[config.mk]
export PLATFORM = sky130hd
export DESIGN_NAME = apu_frame_control_flat
export DESIGN_NICKNAME = d
export VERILOG_FILES = /design/src/rtl/apu_pkg.sv /design/src/rtl/apu_frame_control_if.sv /design/src/rtl/frame_sequencer.sv /design/src/rtl/apu_frame_control.sv /design/src/flat_wrapper.sv
export SDC_FILE = /design/constraint.sdc
export NUM_CORES = 1
export LEC_CHECK = 0
export ABC_AREA = 1
export ABC_CLOCK_PERIOD_IN_PS = 1600
export BUFFER_PORTS_ARGS = -buffer_cell sky130_fd_sc_hd__buf_2
export CORE_MARGIN = 2
export CORE_UTILIZATION = 51
export CTS_BUF_LIST = sky130_fd_sc_hd__clkbuf_16
export CTS_CLUSTER_SIZE = 30
export DETAILED_ROUTE_END_ITERATION = 6
export PLACE_DENSITY = 0.79
export SETUP_SLACK_MARGIN = 0.5
export SKIP_CTS_REPAIR_TIMING = 1
export SYNTH_ARGS = -nofsm -noshare
export SYNTH_HDL_FRONTEND = slang
export SYNTH_SLANG_ARGS = --single-unit
[constraint.sdc]
create_clock -name clk -period 1.6 [get_ports clk]
set_input_delay 0.32 -clock clk [delete_from_list [all_inputs] [get_ports clk]]
set_output_delay 0.32 -clock clk [all_outputs]
set_load 0.05 [all_outputs]
[src/rtl/apu_pkg.sv]
// Shared APU constants: register addresses, frame-mode encoding and
// the default NTSC frame-step cycle counts.
package apu_pkg;

    localparam logic [15:0] ADDR_TRI_LINEAR = 16'h4008;
    localparam logic [15:0] ADDR_TRI_TLO    = 16'h400A;
    localparam logic [15:0] ADDR_TRI_THI    = 16'h400B;
    localparam logic [15:0] ADDR_STATUS     = 16'h4015;
    localparam logic [15:0] ADDR_FRAME      = 16'h4017;

    typedef enum logic {
        FOUR_STEP = 1'b0,
        FIVE_STEP = 1'b1
    } frame_mode_t;

    localparam int STEP1_DEFAULT = 7457;
    localparam int STEP2_DEFAULT = 14913;
    localparam int STEP3_DEFAULT = 22371;
    localparam int STEP4_DEFAULT = 29829;
    localparam int STEP5_DEFAULT = 37281;

endpackage

[src/rtl/apu_frame_control_if.sv]
// CPU-side register bus into the APU front end.
// Strobe semantics: there is no valid/ready handshake; the slave samples
// we and re on every clk edge and each high cycle is exactly one access at
// addr (with wdata for writes). The slave never stalls the master.
interface apu_frame_control_if;
    logic [15:0] addr;
    logic [7:0]  wdata;
    logic        we;
    logic        re;

    modport master (output addr, output wdata, output we, output re);
    modport slave  (input  addr, input  wdata, input  we, input  re);
endinterface

[src/rtl/frame_sequencer.sv]
// NES frame counter: cycle count, 4/5-step mode, step decode and the
// registered quarter/half-frame strobes. CW must satisfy STEP5 < 2**CW.
module frame_sequencer import apu_pkg::*; #(
    parameter int STEP1 = STEP1_DEFAULT,
    parameter int STEP2 = STEP2_DEFAULT,
    parameter int STEP3 = STEP3_DEFAULT,
    parameter int STEP4 = STEP4_DEFAULT,
    parameter int STEP5 = STEP5_DEFAULT,
    parameter int CW    = 16
) (
    input  logic          clk,
    input  logic          rst_n,
    input  logic          cpu_ce,
    input  logic          frame_wr,
    input  frame_mode_t   wr_mode,
    input  logic          wr_inhibit,
    output logic          quarter_frame,
    output logic          half_frame,
    output logic          irq_set,
    output frame_mode_t   mode,
    output logic [CW-1:0] cnt
);

    localparam logic [CW-1:0] S1 = CW'(STEP1);
    localparam logic [CW-1:0] S2 = CW'(STEP2);
    localparam logic [CW-1:0] S3 = CW'(STEP3);
    localparam logic [CW-1:0] S4 = CW'(STEP4);
    localparam logic [CW-1:0] S5 = CW'(STEP5);

    frame_mode_t   mode_q;
    logic          inhibit_q;
    logic [CW-1:0] cnt_q, cnt_d;
    logic          quarter_q, half_q;
    logic          at_last, q_hit, h_hit;

    // Step decode for the current mode; the last step of the mode wraps cnt.
    always_comb begin
        at_last = (mode_q == FOUR_STEP) ? (cnt_q == S4) : (cnt_q == S5);
        q_hit   = (cnt_q == S1) || (cnt_q == S2) || (cnt_q == S3) || at_last;
        h_hit   = (cnt_q == S2) || at_last;
        cnt_d   = at_last ? '0 : cnt_q + 1'b1;
        // A $4017 write on the same edge wins over the step-4 IRQ.
        irq_set = cpu_ce && !frame_wr && (mode_q == FOUR_STEP) &&
                  (cnt_q == S4) && !inhibit_q;
    end

    // Mode/count state and registered strobes; a $4017 write restarts the frame.
    always_ff @(posedge clk or negedge rst_n) begin
        if (!rst_n) begin
            mode_q    <= FOUR_STEP;
            inhibit_q <= 1'b0;
            cnt_q     <= '0;
            quarter_q <= 1'b0;
            half_q    <= 1'b0;
        end else if (frame_wr) begin
            mode_q    <= wr_mode;
            inhibit_q <= wr_inhibit;
            cnt_q     <= '0;
            quarter_q <= (wr_mode == FIVE_STEP);
            half_q    <= (wr_mode == FIVE_STEP);
        end else if (cpu_ce) begin
            cnt_q     <= cnt_d;
            quarter_q <= q_hit;
            half_q    <= h_hit;
        end else begin
            quarter_q <= 1'b0;
            half_q    <= 1'b0;
        end
    end

    assign quarter_frame = quarter_q;
    assign half_frame    = half_q;
    assign mode          = mode_q;
    assign cnt           = cnt_q;

endmodule

[src/rtl/apu_frame_control.sv]
// Triangle-channel front end: decodes CPU writes to the triangle and frame
// registers, holds the register bytes, and owns the frame IRQ flag.
module apu_frame_control import apu_pkg::*; #(
    parameter int STEP1 = STEP1_DEFAULT,
    parameter int STEP2 = STEP2_DEFAULT,
    parameter int STEP3 = STEP3_DEFAULT,
    parameter int STEP4 = STEP4_DEFAULT,
    parameter int STEP5 = STEP5_DEFAULT,
    parameter int CW    = 16
) (
    input  logic                clk,
    input  logic                rst_n,
    input  logic                cpu_ce,
    apu_frame_control_if.slave  bus,
    output logic [7:0]          inputReg1,
    output logic [7:0]          inputReg2,
    output logic [7:0]          inputReg3,
    output logic                linear_reload,
    output logic                quarter_frame,
    output logic                half_frame,
    output logic                frame_irq,
    output frame_mode_t         dbg_mode,
    output logic [CW-1:0]       dbg_cnt
);

    logic [7:0] reg1_q, reg2_q, reg3_q;
    logic       linear_reload_q;
    logic       frame_irq_q, frame_irq_d;
    logic       wr_lin, wr_tlo, wr_thi, frame_wr, irq_clr, irq_set;

    // Address decode and IRQ next state; a set on the same edge beats a clear.
    always_comb begin
        wr_lin   = bus.we && (bus.addr == ADDR_TRI_LINEAR);
        wr_tlo   = bus.we && (bus.addr == ADDR_TRI_TLO);
        wr_thi   = bus.we && (bus.addr == ADDR_TRI_THI);
        frame_wr = bus.we && (bus.addr == ADDR_FRAME);
        irq_clr  = (bus.re && (bus.addr == ADDR_STATUS)) ||
                   (frame_wr && bus.wdata[6]);
        frame_irq_d = frame_irq_q;
        if (irq_clr) frame_irq_d = 1'b0;
        if (irq_set) frame_irq_d = 1'b1;
    end

    // Triangle register bytes, linear-reload strobe and IRQ flag.
    always_ff @(posedge clk or negedge rst_n) begin
        if (!rst_n) begin
            reg1_q          <= 8'h00;
            reg2_q          <= 8'h00;
            reg3_q          <= 8'h00;
            linear_reload_q <= 1'b0;
            frame_irq_q     <= 1'b0;
        end else begin
            if (wr_lin) reg1_q <= bus.wdata;
            if (wr_tlo) reg2_q <= bus.wdata;
            if (wr_thi) reg3_q <= bus.wdata;
            linear_reload_q <= wr_thi;
            frame_irq_q     <= frame_irq_d;
        end
    end

    frame_sequencer #(
        .STEP1(STEP1), .STEP2(STEP2), .STEP3(STEP3),
        .STEP4(STEP4), .STEP5(STEP5), .CW(CW)
    ) u_seq (
        .clk           (clk),
        .rst_n         (rst_n),
        .cpu_ce        (cpu_ce),
        .frame_wr      (frame_wr),
        .wr_mode       (frame_mode_t'(bus.wdata[7])),
        .wr_inhibit    (bus.wdata[6]),
        .quarter_frame (quarter_frame),
        .half_frame    (half_frame),
        .irq_set       (irq_set),
        .mode          (dbg_mode),
        .cnt           (dbg_cnt)
    );

    assign inputReg1     = reg1_q;
    assign inputReg2     = reg2_q;
    assign inputReg3     = reg3_q;
    assign linear_reload = linear_reload_q;
    assign frame_irq     = frame_irq_q;

endmodule

[src/flat_wrapper.sv]
// flat-port wrapper written by rule: the top's interface ports become plain ports
module apu_frame_control_flat import apu_pkg::*;
#(
    parameter int STEP1 = STEP1_DEFAULT,
    parameter int STEP2 = STEP2_DEFAULT,
    parameter int STEP3 = STEP3_DEFAULT,
    parameter int STEP4 = STEP4_DEFAULT,
    parameter int STEP5 = STEP5_DEFAULT,
    parameter int CW    = 16
)
  (clk, rst_n, cpu_ce, inputReg1, inputReg2, inputReg3, linear_reload, quarter_frame, half_frame, frame_irq, dbg_mode, dbg_cnt, bus_addr, bus_wdata, bus_we, bus_re);
  apu_frame_control_if bus_i ();
  input  logic clk;
  input  logic rst_n;
  input  logic cpu_ce;
  output logic [7:0] inputReg1;
  output logic [7:0] inputReg2;
  output logic [7:0] inputReg3;
  output logic linear_reload;
  output logic quarter_frame;
  output logic half_frame;
  output logic frame_irq;
  output frame_mode_t dbg_mode;
  output logic [CW-1:0] dbg_cnt;
  input wire logic [$bits(bus_i.addr)-1:0] bus_addr;
  input wire logic [$bits(bus_i.wdata)-1:0] bus_wdata;
  input wire logic [$bits(bus_i.we)-1:0] bus_we;
  input wire logic [$bits(bus_i.re)-1:0] bus_re;
  assign bus_i.addr = bus_addr;
  assign bus_i.wdata = bus_wdata;
  assign bus_i.we = bus_we;
  assign bus_i.re = bus_re;
  apu_frame_control #(.STEP1(STEP1), .STEP2(STEP2), .STEP3(STEP3), .STEP4(STEP4), .STEP5(STEP5), .CW(CW)) u_core (.clk(clk), .rst_n(rst_n), .cpu_ce(cpu_ce), .bus(bus_i), .inputReg1(inputReg1), .inputReg2(inputReg2), .inputReg3(inputReg3), .linear_reload(linear_reload), .quarter_frame(quarter_frame), .half_frame(half_frame), .frame_irq(frame_irq), .dbg_mode(dbg_mode), .dbg_cnt(dbg_cnt));
endmodule
## After elaboration in Yosys (flattened, before gate mapping)

Index checks and enable logic that the tools add are counted.

| cells by class | value |
|---|---|
| $add $sub $neg | 1 |
| $mul | 0 |
| shift-type cells | 0 |
| equal/unequal tests | 10 |
| order comparisons | 0 |
| reductions and logical operators | 19 |
| multiplexer cells | 10 |
| bitwise logic cells | 1 |
| divide/modulo/power cells | 0 |

Operators by type and width:

| operator | count |
|---|---|
| $eq A16 B15 Y1 const B | 7 |
| $mux W16 | 3 |
| $add A16 B1 Y16 const B | 1 |
| $eq A16 B13 Y1 const B | 1 |
| $eq A16 B14 Y1 const B | 1 |
| $eq A16 B16 Y1 const B | 1 |
| $logic_and A1 B1 Y1 | 10 |
| $mux W1 | 7 |
| $logic_or A1 B1 Y1 | 5 |
| $reduce_bool A2 Y1 | 2 |
| $logic_not A1 Y1 | 2 |
| $not A1 Y1 | 1 |

| word-level totals | value |
|---|---|
| output and inout bits | 45 |
| register bits | 46 |
| bits in read-only memories | 0 |
| bits in latches | 0 |
| logic and storage cells | 51 |
| memories | 0 |
| bits of input ports | 29 |
| bits in writable memories | 0 |

## Logic depth before layout (Yosys ltp)

| depth | value |
|---|---|
| word-level depth | 8 |
| gate-level depth with buffers | 10 |
| mapped depth without buffers | 9 |

## Modules after synthesis

From an unflattened synthesis, not the netlist that was laid out.

| second synthesis, totals | value |
|---|---|
| cell total of the unflattened synthesis | 323 |
| area, all modules | 2,628.8 µm² |

Modules (own cells, without submodules):

| module | cells each | sequential area each (µm²) | instances | area each (µm²) |
|---|---|---|---|---|
| frame_sequencer | 188 | 500.5 | 1 | 1,345.0 |
| apu_frame_control | 135 | 650.6 | 1 | 1,283.7 |

## Worst setup path after synthesis

Ideal clock, no wire load.

| path | value |
|---|---|
| path type | register to register |
| start | register u_core.u_seq.cnt_q[0] (netlist: u_core.u_seq.cnt[0]) |
| end | register u_core.u_seq.cnt_q[14] (netlist: u_core.u_seq.cnt[14]) |
| stages on the path, launching flop included | 9 |
| library setup time | 119 ps |
| path buffers | 0 |
| required time | 1,481 ps |
| clock period less this slack | 1,809 ps |
| path slack | -209 ps |
| arrival | 1,690 ps |
| cells stage by stage | dfrtp_1 > ha_1 > nand2_1 > nor2_1 > nand3_1 > nor2_1 > nand2_1 > nand3_1 > nand2_1 |

| between the ends | value |
|---|---|
| longest elaborated chain between the ends | 5 |
| elaborated cells on any way between the ends | 7 |
| those cells by class | 1 x add/sub; 2 x eq/ne; 4 x mux |

Ends and longest elaborated chain:

| item | line | RTL |
|---|---|---|
| start, declared | frame_sequencer.sv:32 | `logic [CW-1:0] cnt_q, cnt_d;` |
| start signal, assigned | frame_sequencer.sv:62 | `cnt_q <= cnt_d;` |
| branches (longest 2 deep; another with $add A16 B1 Y16) | n/a |  |
| $mux W16 (*) | frame_sequencer.sv:41 | `cnt_d = at_last ? '0 : cnt_q + 1'b1;` |
| $mux W16 (*) | frame_sequencer.sv:61 | `end else if (cpu_ce) begin` |
| $mux W16 (*) | frame_sequencer.sv:55 | `end else if (frame_wr) begin` |

Mark *: on every way between the ends. The select of a mux whose other input is x is not followed.
A chain may end at the register's enable or synchronous reset.

## Final worst setup path

| path | value |
|---|---|
| start | register u_core.u_seq.cnt_q[8] (netlist: u_core.u_seq.cnt[8]) |
| end | register u_core.u_seq.cnt_q[2] (netlist: u_core.u_seq.cnt[2]) |

| between the ends | value |
|---|---|
| longest elaborated chain between the ends | 5 |
| elaborated cells on any way between the ends | 6 |
| those cells by class | 2 x eq/ne; 4 x mux |

Ends and longest elaborated chain:

| item | line | RTL |
|---|---|---|
| $eq A16 B15 Y1 or $eq A16 B16 Y1 (tied branches) | frame_sequencer.sv:38 | `at_last = (mode_q == FOUR_STEP) ? (cnt_q == S4) : (cnt_q == S5);` |
| $mux W1 (*) | frame_sequencer.sv:38 |  |
| $mux W16 (*) | frame_sequencer.sv:41 |  |
| $mux W16 (*) | frame_sequencer.sv:61 |  |
| $mux W16 (*) | frame_sequencer.sv:55 |  |

Every way passes the cells marked *; elsewhere a longest branch is shown, timed or not. The select of a mux whose other input is x is not followed.

==> impl_metrics.csv <==
group,metric,value,unit
power_and_ir_drop,power.total,3.88,mW
placement,hpwl,4500,um
drt,firstDrtPassIters,7,
floorplan,dieArea,5340,um2
logic_synthesis,yosys_warnings,0,
grt,grt_antenna_before_repair,0,
floorplan,initial_utilization,52.2,%
timing,final_max_slew_viol_count,0,
timing,clock.fmax,586,MHz
clock_tree,cts_sinks,46,
finish,n_fill_cell,206,
worst_setup_path,startpoint_type,"flop",
finish,layout_commonest_cell,"nand2_1",
grt,grt_max_degree,47,
power_and_ir_drop,power_leakage,2.05,nW
status,violations,"DRC, hold timing, setup timing",
placement,place_congestion,0.924,
floorplan,io_pins,74,
drt,vias,3051,
power_and_ir_drop,p_comb_share,35.1,%
timing,finalHoldViolCount,7,
timing,rsz0062_at_grt,"true",
timing,slew_headroom,79.0,%
logic_synthesis,ys_ff_latch,46,
worst_setup_path,worstSetupPathType,"flop to flop",
clock_tree,insertion_delay,300,ps
clock_tree,htree_num_levels,2,
logic_synthesis,ys_async_sr_fraction,100,%
logic_synthesis,synth_area,2430,um2
logic_synthesis,synth.top_cell.area_share,47.3,%
flow_run,drv_cap,0,
power_and_ir_drop,power_density,942,nW/um2
drt,routed_wl,9840,um
grt,track_usage,23.8,%
finish,drive_gt1_share,51.2,%
finish,area_delta_synth_final,69.2,%
drt,ant_nets,0,
floorplan,rows,25,
power_and_ir_drop,clkPwrFrac,28.5,%
clock_tree,root_buffer,"clkbuf_16",
grt,gr-total-overflow,0,
placement,io_buffers,73,
finish,instances_no_fill,499,
grt,grt_pass1_wl,9920,um
power_and_ir_drop,p_sw,1.51,mW
timing,min_period_over_period,107,%
power_and_ir_drop,switching_share,38.9,%
clock_tree,cts_tree,"yes",
clock_tree,cts.clk_slew.worst_paths,70,ps
timing,tightest_slew,314,ps
hold_path,hp-class,"input port to asynchronous set/reset pin",
floorplan,die_w,73.1,um
logic_synthesis,ys_top_cells_by_area,"dfrtp_1, nand2_1, o21ai_0, inv_1, nand3_1",
logic_synthesis,syn_inst,322,
logic_synthesis,ys_seq_area_share,47.3,%
finish,layout.nets,475,
placement,placed_area,3060,um2
logic_synthesis,syn_nets,353,
finish,diodes,0,
power_and_ir_drop,p_seq_share,36.4,%
power_and_ir_drop,ir_drop,1.24,mV
timing,hold_ws,-6.82,ps
logic_synthesis,netlist.top_cell.by_area,"dfrtp_1",
worst_setup_path,crit_fanout,6,
worst_setup_path,critPathRequiredTime,1790,ps
floorplan,coreArea,4660,um2
worst_setup_path,crit_arrival,1900,ps
drt,drc_errors,7,
logic_synthesis,synth.avg_cell_area,7.55,um2
timing,fin_ws,-107,ps
clock_tree,clockBufferDepth,2,
power_and_ir_drop,p_int,2.37,mW
timing,min_period,1710,ps
timing,final.setup_skew,7.68,ps
logic_synthesis,synth_edf_count,0,
worst_setup_path,r2r_cells,10,
finish,layout.area.seq,1170,um2
finish,final_area,4120,um2
drt,drt_iter0_markers,582,
logic_synthesis,synth_cell_types,22,
finish,final_cell_mix,"nand2_1, buf_6, inv_1",
drt,wl_per_cell,19.7,um
logic_synthesis,synthFlopType,"dfrtp_1",
worst_setup_path,timing.critical_path.to_type,"flop",
clock_tree,cts_buffers,5,
finish,multi_input_area,1480,um2
placement,dp_cells,452,
timing,setup_viol,14,
floorplan,die_h,73.1,um
status,status,"finished with violations",
grt,grt_pass1_vias,2244,
drt,routed_via_density,6.11,
==> cells in the mapped netlist (2+ instances only) <==
library cell	number
nand2_2	2
dfrtp_1	46
nand3_1	27
ha_1	2
nor2_1	31
buf_2	3
o21ai_0	39
nand3_2	3
xor2_1	6
clkbuf_1	2
o21ai_1	3
nor3_1	2
nor2_4	3
nor2_2	4
nand2_1	92
nand4_1	9
inv_1	43
==> layout make-up <==
cell class	instances	share of cell area, %
inverter	44	4.19
clock inverter	3	0.638
timing repair buffer	117	26.0
clock buffer	5	3.04
tap	54	1.64
multi-input combinational	230	36.0
sequential	46	28.5
==> per-stage QoR <==
stage / util [%] / setup WS (ps) / setup TNS, ps / hold slack (ps)
5_1_grt: 88.3 / -51.8 / -495 / 22.4
2_1_floorplan: - / 67.6 / 0 / 24.4
4_1_cts: 68.9 / 65.1 / 0 / 13.4
6_report: 88.3 / -107 / -1130 / -6.82
3_3_place_gp: 65.7 / 119 / 0 / 320
3_5_place_dp: 65.7 / 93.2 / 0 / 321
==> power by group through the flow <==
stage / clock [mW] / combinational, mW / sequential (mW)
3_3_place_gp: 0 / 0.869 / 1.41
3_5_place_dp: 0 / 0.884 / 1.42
6_report: 1.11 / 1.36 / 1.41
2_1_floorplan: 0 / 0.344 / 1.67
5_1_grt: 1.15 / 1.42 / 1.42
4_1_cts: 1.09 / 0.894 / 1.39
==> cells by family after synthesis <==
kind of cell | share of synthesized area, %
compound gates | 8.64
xor+xnor | 2.16
fa+ha+maj | 1.03
buf+inv | 8.18
flops | 47.3
simple gates | 32.7
==> per-layer routing <==
layer | vias up | routed length [um] | global-route usage [%]
met4 | 0 | 552 | 7.61
met5 | - | 0 | 0
met3 | 71 | 1050 | 4.97
met2 | 271 | 4680 | 40.0
met1 | 1423 | 3560 | 30.7
li1 | 1286 | - | -
==> path summary, 6_finish.rpt <==
check                                          from                   to  slack, ps
min in group clk                       bus_wdata[4]  u_core.inputReg2[4]        220
worst min-delay path                          rst_n     u_core.frame_irq         -7
worst max-delay path            u_core.u_seq.cnt[8]  u_core.u_seq.cnt[2]       -110
worst min register to register  u_core.inputReg3[6]  u_core.inputReg3[6]        520
worst max register to register  u_core.u_seq.cnt[8]  u_core.u_seq.cnt[2]       -110
max in group asynchronous                     rst_n  u_core.u_seq.cnt[0]       1350
==> worst max-delay path, stage by stage (launching register included) <==
cell     delay (ps)
dfrtp_2         420
inv_1           120
nor2_1          200
inv_1            90
nor2_1          200
nand3_2         130
nand2_2          90
nor2_2           50
buf_6           140
nand2_2          80
o21ai_2          60
==> flip-flops by register name, summed over array words and instances, names as in the netlist <==
| signal | cells |
|---|---|
| u_core.u_seq.cnt | 16 |
| u_core.inputReg1 | 8 |
| u_core.inputReg2 | 8 |
| u_core.inputReg3 | 8 |
| u_core.frame_irq | 1 |
| u_core.linear_reload | 1 |
| u_core.u_seq.half_frame | 1 |
| u_core.u_seq.inhibit_q | 1 |
| u_core.u_seq.mode | 1 |
| u_core.u_seq.quarter_frame | 1 |
Note: power is estimated with default switching activity, not from simulation.
